===== config.mk =====
export PLATFORM = sky130hd
export DESIGN_NAME = fetch_unit
export DESIGN_NICKNAME = d
export VERILOG_FILES = /design/src/rtl/fetch_unit_pkg.sv /design/src/rtl/fetch_pc_sel.sv /design/src/rtl/fetch_unit.sv
export SDC_FILE = /design/constraint.sdc
export NUM_CORES = 1
export LEC_CHECK = 0
export ABC_CLOCK_PERIOD_IN_PS = 3100
export BUFFER_PORTS_ARGS = -buffer_cell sky130_fd_sc_hd__buf_4
export CORE_ASPECT_RATIO = 0.6
export CORE_MARGIN = 3
export CORE_UTILIZATION = 49
export CTS_BUF_LIST = sky130_fd_sc_hd__clkbuf_4 sky130_fd_sc_hd__clkbuf_8 sky130_fd_sc_hd__clkbuf_16
export CTS_CLUSTER_DIAMETER = 50
export DETAILED_ROUTE_END_ITERATION = 10
export PLACE_DENSITY = 0.87
export SETUP_SLACK_MARGIN = 0.15
export SYNTH_ARGS = -nofsm -noshare
export SYNTH_HDL_FRONTEND = slang
export SYNTH_SLANG_ARGS = --single-unit

===== constraint.sdc =====
create_clock -name clk -period 3.1 [get_ports clk]
set_input_delay 0.93 -clock clk [delete_from_list [all_inputs] [get_ports clk]]
set_output_delay 0.93 -clock clk [all_outputs]
set_load 0.01 [all_outputs]

===== src/rtl/fetch_unit_pkg.sv =====
// Shared CPU front-end types: fetch FSM states, next-PC select codes and the reset vector.
// Used by fetch_unit (optionally built with FETCH_ADEL_EN) and fetch_pc_sel.
package fetch_unit_pkg;

  localparam logic [31:0] RESET_PC_DEFAULT = 32'hbfc0_0000;
  localparam logic [31:0] PC_STEP          = 32'd4;

  typedef enum logic [1:0] {
    StReq  = 2'd0,
    StWait = 2'd1,
    StHold = 2'd2
  } fetch_state_t;

  typedef enum logic [1:0] {
    PcHold     = 2'd0,
    PcSeq      = 2'd1,
    PcRedirect = 2'd2
  } pc_sel_e;

  function automatic logic pc_aligned(input logic [31:0] pc);
    return pc[1:0] == 2'b00;
  endfunction

endpackage


===== src/rtl/fetch_pc_sel.sv =====
// Combinational next-PC selection: a redirect always wins, otherwise step by one word when the
// held instruction is consumed, otherwise keep the current PC.
module fetch_pc_sel
  import fetch_unit_pkg::*;
(
  input  logic [31:0] pc_i,
  input  logic        redirect_valid_i,
  input  logic [31:0] redirect_pc_i,
  input  logic        advance_i,
  output logic [31:0] pc_next_o
);

  pc_sel_e sel;

  always_comb begin
    sel = PcHold;
    if (redirect_valid_i) begin
      sel = PcRedirect;
    end else if (advance_i) begin
      sel = PcSeq;
    end
  end

  always_comb begin
    pc_next_o = pc_i;
    unique case (sel)
      PcRedirect: pc_next_o = redirect_pc_i;
      PcSeq:      pc_next_o = pc_i + PC_STEP;
      default:    pc_next_o = pc_i;
    endcase
  end

endmodule


===== src/rtl/fetch_unit.sv =====
// Instruction fetch unit: REQ/WAIT/HOLD handshake FSM with redirect and stale-response discard.
// Define FETCH_ADEL_EN to add the misaligned-PC address-error path and the out_adel port.
module fetch_unit
  import fetch_unit_pkg::*;
#(
  parameter logic [31:0] RESET_PC = RESET_PC_DEFAULT
) (
  input  logic        clk,
  input  logic        resetn,
  output logic        ireq_valid,
  output logic [31:0] ireq_addr,
  input  logic        iresp_addr_ok,
  input  logic        iresp_data_ok,
  input  logic [31:0] iresp_data,
  input  logic        redirect_valid,
  input  logic [31:0] redirect_pc,
  output logic        out_valid,
  input  logic        out_ready,
  output logic [31:0] out_pc,
  output logic [31:0] out_instr
`ifdef FETCH_ADEL_EN
  ,
  output logic        out_adel
`endif
);

  fetch_state_t state_q, state_d;
  logic [31:0]  pc_q, pc_d;
  logic         discard_q, discard_d;
  logic         ireq_valid_q, ireq_valid_d;
  logic         out_valid_q, out_valid_d;
  logic [31:0]  out_pc_q, out_pc_d;
  logic [31:0]  out_instr_q, out_instr_d;
`ifdef FETCH_ADEL_EN
  logic         out_adel_q, out_adel_d;
`endif

  logic         advance;
  logic         req_accepted;

  assign advance      = (state_q == StHold) && out_ready;
  // A request only counts as accepted once it has actually been driven on the bus.
  assign req_accepted = ireq_valid_q && iresp_addr_ok;

  fetch_pc_sel u_pc_sel (
    .pc_i             (pc_q),
    .redirect_valid_i (redirect_valid),
    .redirect_pc_i    (redirect_pc),
    .advance_i        (advance),
    .pc_next_o        (pc_d)
  );

  always_comb begin
    state_d     = state_q;
    discard_d   = discard_q;
    out_valid_d = out_valid_q;
    out_pc_d    = out_pc_q;
    out_instr_d = out_instr_q;
`ifdef FETCH_ADEL_EN
    out_adel_d  = out_adel_q;
`endif

    unique case (state_q)
      StReq: begin
        if (redirect_valid) begin
          if (req_accepted) begin
            discard_d = 1'b1;
            state_d   = StWait;
          end
`ifdef FETCH_ADEL_EN
        end else if (!pc_aligned(pc_q)) begin
          state_d     = StHold;
          out_valid_d = 1'b1;
          out_adel_d  = 1'b1;
          out_pc_d    = pc_q;
          out_instr_d = 32'h0;
`endif
        end else if (req_accepted) begin
          state_d = StWait;
        end
      end

      StWait: begin
        if (redirect_valid) begin
          // The in-flight word belongs to the old path; drop it now or when it arrives.
          discard_d = !iresp_data_ok;
          if (iresp_data_ok) begin
            state_d = StReq;
          end
        end else if (iresp_data_ok) begin
          if (discard_q) begin
            discard_d = 1'b0;
            state_d   = StReq;
          end else begin
            state_d     = StHold;
            out_valid_d = 1'b1;
            out_pc_d    = pc_q;
            out_instr_d = iresp_data;
          end
        end
      end

      StHold: begin
        if (redirect_valid || out_ready) begin
          state_d     = StReq;
          out_valid_d = 1'b0;
`ifdef FETCH_ADEL_EN
          out_adel_d  = 1'b0;
`endif
        end
      end

      default: state_d = StReq;
    endcase

`ifdef FETCH_ADEL_EN
    ireq_valid_d = (state_d == StReq) && pc_aligned(pc_d);
`else
    ireq_valid_d = (state_d == StReq);
`endif
  end

  always_ff @(posedge clk or negedge resetn) begin
    if (!resetn) begin
      state_q      <= StReq;
      pc_q         <= RESET_PC;
      discard_q    <= 1'b0;
      ireq_valid_q <= 1'b0;
      out_valid_q  <= 1'b0;
      out_pc_q     <= 32'h0;
      out_instr_q  <= 32'h0;
`ifdef FETCH_ADEL_EN
      out_adel_q   <= 1'b0;
`endif
    end else begin
      state_q      <= state_d;
      pc_q         <= pc_d;
      discard_q    <= discard_d;
      ireq_valid_q <= ireq_valid_d;
      out_valid_q  <= out_valid_d;
      out_pc_q     <= out_pc_d;
      out_instr_q  <= out_instr_d;
`ifdef FETCH_ADEL_EN
      out_adel_q   <= out_adel_d;
`endif
    end
  end

  assign ireq_valid = ireq_valid_q;
  assign ireq_addr  = pc_q;
  assign out_valid  = out_valid_q;
  assign out_pc     = out_pc_q;
  assign out_instr  = out_instr_q;
`ifdef FETCH_ADEL_EN
  assign out_adel   = out_adel_q;
`endif

endmodule


Yosys cells after proc, flatten, opt, wreduce, memory -nomap -nowiden
Index checks and enable logic that the tools add are counted.
{"block": "classes", "add_sub_neg": 1, "n_eq_ne": 11, "mux": 20, "bitwise": 2, "reduce_logical": 12}
{"operator": "one-hot mux 32 bit (2 select lines)", "n": 1}
{"operator": "adder 32 x 3 -> 32 bit, second input constant", "n": 1}
{"operator": "two-way mux 2 bit", "n": 7}
{"operator": "!= test 2 bit, second input constant", "n": 5}
{"operator": "two-way mux 1 bit", "n": 9}
{"operator": "AND reduction 4 bit", "n": 2}
{"operator": "one-hot mux 2 bit (3 select lines)", "n": 1}
{"operator": "nonzero test 2 bit", "n": 3}
{"operator": "AND reduction 5 bit", "n": 1}
{"operator": "equality test 2 x 1 -> 1 bit, second input constant", "n": 2}
{"operator": "equality test 2 bit, second input constant", "n": 2}
{"operator": "logical NOT 2 bit", "n": 2}
{"operator": "one-hot mux 1 bit (2 select lines)", "n": 2}
{"operator": "!= test 3 bit, second input constant", "n": 1}
{"operator": "logical AND 1 bit", "n": 2}
{"operator": "!= test 2 x 1 -> 1 bit, second input constant", "n": 1}
{"operator": "inverter 1 bit", "n": 2}
{"operator": "logical NOT 1 bit", "n": 1}
{"operator": "logical OR 1 bit", "n": 1}
{"block": "totals", "register_bits": 101}

Longest topological paths before layout
{"block": "logic_depth", "depth_word": 6, "mapped_depth": 7}

By module
From an unflattened synthesis, not the netlist that was laid out.
{"block": "unflattened", "cells_unflattened": 363, "hier_area_um2": 4652.0}
{"mod": "fetch_unit", "instances": 1, "cells_each": 190, "area_each_um2": 3623.5}
{"mod": "fetch_pc_sel", "instances": 1, "cells_each": 173, "area_each_um2": 1028.5}

Worst setup path after synthesis
OpenSTA, ideal clock, no wires.
{"block": "synth_path", "path_kind": "input to register", "start": "input port out_ready", "end": "register pc_q[20] (netlist: ireq_addr[20])", "setup_ns": 0.069, "t_arrival_ns": 2.380, "setup_slack_ns": 0.651, "cell_stages": 6, "cell_sequence": "nand4b_4 or4_4 buf_6 buf_6 or4_1 nand3_1"}
{"block": "synth_via", "elab_chain_cells": 5, "word_cells_on_any_way": 7}
{"item": "start: declaration", "line_no": "fetch_unit.sv:18", "rtl": "input logic out_ready,"}
{"item": "logical AND 1 bit (*)", "line_no": "fetch_unit.sv:41", "rtl": "assign advance = (state_q == StHold) && out_ready;"}
{"item": "two-way mux 1 bit (*)", "line_no": "fetch_pc_sel.sv:19", "rtl": "end else if (advance_i) begin"}
{"item": "two-way mux 2 bit (*)", "line_no": "fetch_pc_sel.sv:17", "rtl": "if (redirect_valid_i) begin"}
{"item": "equality test 2 x 1 -> 1 bit or equality test 2 bit (tied branches)", "line_no": "fetch_pc_sel.sv:26", "rtl": "unique case (sel)"}
{"item": "one-hot mux 32 bit (2 select lines) or nonzero test 2 bit (tied branches)"}
{"item": "end signal: assignment", "line_no": "fetch_unit.sv:137", "rtl": "pc_q <= pc_d;"}
{"item": "end: declaration", "line_no": "fetch_unit.sv:28", "rtl": "logic [31:0] pc_q, pc_d;"}
Mark *: on every way between the ends. The rest lies on a longest branch, timed or not.
A chain may end at the register's enable or synchronous reset.

Worst setup path in the final report
{"block": "layout_path", "start": "input port out_ready", "end": "register pc_q[23] (netlist: ireq_addr[23])"}
The elaborated chain is that of the path after synthesis.

==> key figures <==
Outcome
  – Outcome: finished clean

Power and ir drop
  – Clock power share: 0.216
  – PwrDens: 797 nW/µm²
  – Total chip power: 0.00481 W
  – Net Sw Frac: 0.304
  – Int Pwr: 0.00335 W
  – Switching power: 0.00146 W
  – Comb pwr share: 0.347
  – Lkg Pwr: 2.82 nW
  – IR drop worst, VDD: 544 µV
  – Sequential share of power: 0.438

Routing
  – Max layer used: met4
  – WL met1: 4910 µm
  – DR vias/cell: 5.48
  – WL final: 11,300 µm
  – DRT Pass-1 Iters: 4
  – Final ANT Viol Nets: 0
  – # DRC: 0
  – Met3 WL: 952 µm
  – Via count: 3,526
  – Initial drt markers: 146
  – Met2 WL post-DR: 5290 µm
  – Routed length per placed instance: 17.5 µm

Worst hold path
  – Hold Path Class: reg -> reg
  – Worst hold stages: 1
  – HP Start: discard_q
  – Hold Crit Endpoint: discard_q

Placed design
  – Setup slack at placement: 362 ps
  – GPL Wtd Cong: 0.823
  – I/O Buffers: 167
  – Dpl cells: 629
  – Post-DP HPWL: 8150 µm

Die
  – Num rows: 26
  – Die Wd: 129 µm
  – I/O pin cnt: 168
  – Core area: 8650 µm²
  – Die footprint: 10,200 µm²
  – Initial Util: 0.511
  – Die Span Y: 79.6 µm

STA
  – Setup Total Neg Slack: 0 ps
  – Final hold viol count: 0
  – Fmax: 0.415 GHz
  – Rel. slew slack: 0.614
  – RSZ-0062 raised after global routing: no
  – Min Tclk post-route: 2410 ps
  – Worst-Margin Slew: 579 ps
  – Setup ws final: 688 ps
  – Max-slew violation count: 0
  – Skew final: 5.28 ps
  – Fin crit share: 0.778
  – Final setup viols: 0

Clock network
  – Num Clock Sinks: 101
  – Clock Latency Late Sink: 340 ps
  – CTS tree: done
  – Clk pin slew, worst setup/hold paths: 70 ps
  – CTS Buf Count: 9
  – Max Buffers Root-to-Sink: 2
  – CTS Hold Buffers Added: 0
  – Clk root buf: clkbuf_16
  – Htree depth: 3
  – Post_cts resized: 0
  – Post-CTS setup buffers: 0

Worst setup path
  – Worst endpoint required time: 3360 ps
  – Slack of the worst reg-to-reg path: 700 ps
  – Critical path data arrival time: 2680 ps
  – R2r endpoint: ireq_addr[22]
  – Crit end category: flop
  – Critical path class: in -> reg
  – FF-to-FF Start: ireq_addr[2]
  – Nature of the critical path startpoint: input pin
  – Reg2reg path depth: 5
  – Crit path max fanout: 18

Global routing
  – Gr usage total: 0.226
  – Vias in the first global route: 3,573
  – Initial antenna violation count: 0
  – Largest net degree at the start of global routing: 66
  – Total congestion overflow: 0
  – Global-route wire length before repair: 18,100 µm

Yosys
  – Post-Syn Area: 4420 µm²
  – Seq cells post-synth: 101
  – Mapped Avg Cell Area: 12.0 µm²
  – Largest area contributor in the netlist: dfrtp_1
  – Top cells by count, synth: dfrtp_1, mux2_2, nand2_1
  – Post-synth EDFFs: 0
  – Share of the synthesized area in the top cell type: 0.521
  – Synth area leaders: dfrtp_1, mux2_2, dfstp_2
  – Netlist cell types: 41
  – Asr flop ratio synth: 1.00
  – Synth Instances: 367
  – Cell with the most instances after synthesis: dfrtp_1
  – Ys Warns: 0
  – Syn nets: 438
  – Synth Flop Type: dfrtp_1
  – Post-synthesis sequential area ratio: 0.575

Final layout
  – Area growth, synth to finish: 36.8%
  – Layout cells sized above 1: 0.492
  – # diodes: 0
  – Layout Cells excl Fill: 644
  – Final #Nets: 599

Run
  – Maxcap violations: 0
## worst max-delay path: stages
cell      delay [ps]
buf_4            110
nand4b_1         210
or4_1            740
or4_1            490
a31oi_1          180
## cells in the final DEF (no fill, tap or decap), types with 4 or more instances in the layout
cell,synthesis,routed
nor4_1,4,4
o31ai_1,8,8
and4_1,4,4
o21ai_0,20,20
o211ai_1,5,5
inv_1,6,6
a31oi_1,10,10
clkbuf_16,0,9
dfrtp_1,92,92
nand4_1,6,6
nor2_1,17,17
xnor2_1,10,10
dfstp_2,9,9
nand3_1,13,13
or4_1,14,14
nand2_1,33,33
nor3_1,5,5
buf_4,1,169
mux2_2,62,62
## layout make-up
cell class | count | area, µm²
multi-input combinational | 238 | 1760
clock buffer | 10 | 239
timing repair buffer | 171 | 1310
sequential | 101 | 2540
fill | 631 | 2610
clock inverter | 5 | 35.0
tap | 112 | 140
inverter | 7 | 26.3
## how the worst max path moves through the flow
stage	slack, ps	cells past startpoint	startpoint	end
floorplan	650	6	out_ready	ireq_addr[20]
global placement	440	5	out_ready	ireq_addr[19]
detailed placement	360	5	out_ready	ireq_addr[23]
CTS	700	5	ireq_addr[2]	ireq_addr[22]
global route	560	5	out_ready	ireq_addr[21]
finish	690	5	out_ready	ireq_addr[23]
## routing by layer
| metal | GRT usage | vias to the layer above |
|---|---|---|
| met5 | 0 | - |
| met4 | 0.0545 | 0 |
| met3 | 0.0628 | 10 |
| met2 | 0.366 | 155 |
| met1 | 0.307 | 1693 |
| li1 | - | 1668 |
## power by group through the flow
stage / combinational, W / clock [W] / sequential [W]
finish: 0.00167 / 0.00104 / 0.00211
global route: 0.00181 / 0.00113 / 0.00217
CTS: 0.00170 / 0.00107 / 0.00211
detailed placement: 0.00169 / 0 / 0.00213
global placement: 0.00165 / 0 / 0.00209
floorplan: 0.000542 / 0 / 0.00229
## through the flow
step                      utilization  hold slack (ps)  cell area (µm²)
after floorplan                     -              458             4420
after global placement          0.667              466             5770
after detailed placement        0.667              481             5770
after CTS                       0.699              496             6040
after global routing            0.699              516             6040
final                           0.699              493             6040
## cell families after synthesis
logic type	after synthesis	share of synthesized area
AND/OR/NAND/NOR	110	0.135
flip-flops	101	0.575
multiplexers	63	0.160
AO/OA/AOI/OAI	52	0.0753
buffers and inverters	28	0.0280
XOR/XNOR	12	0.0238
adder cells (fa/ha/maj)	1	0.00283
## registers in the layout, summed over array words and instances (netlist names)
name        cells
ireq_addr      32
out_instr      32
out_pc         32
state_q         2
discard_q       1
ireq_valid      1
out_valid       1
Note: power is estimated with default switching activity, not from simulation.
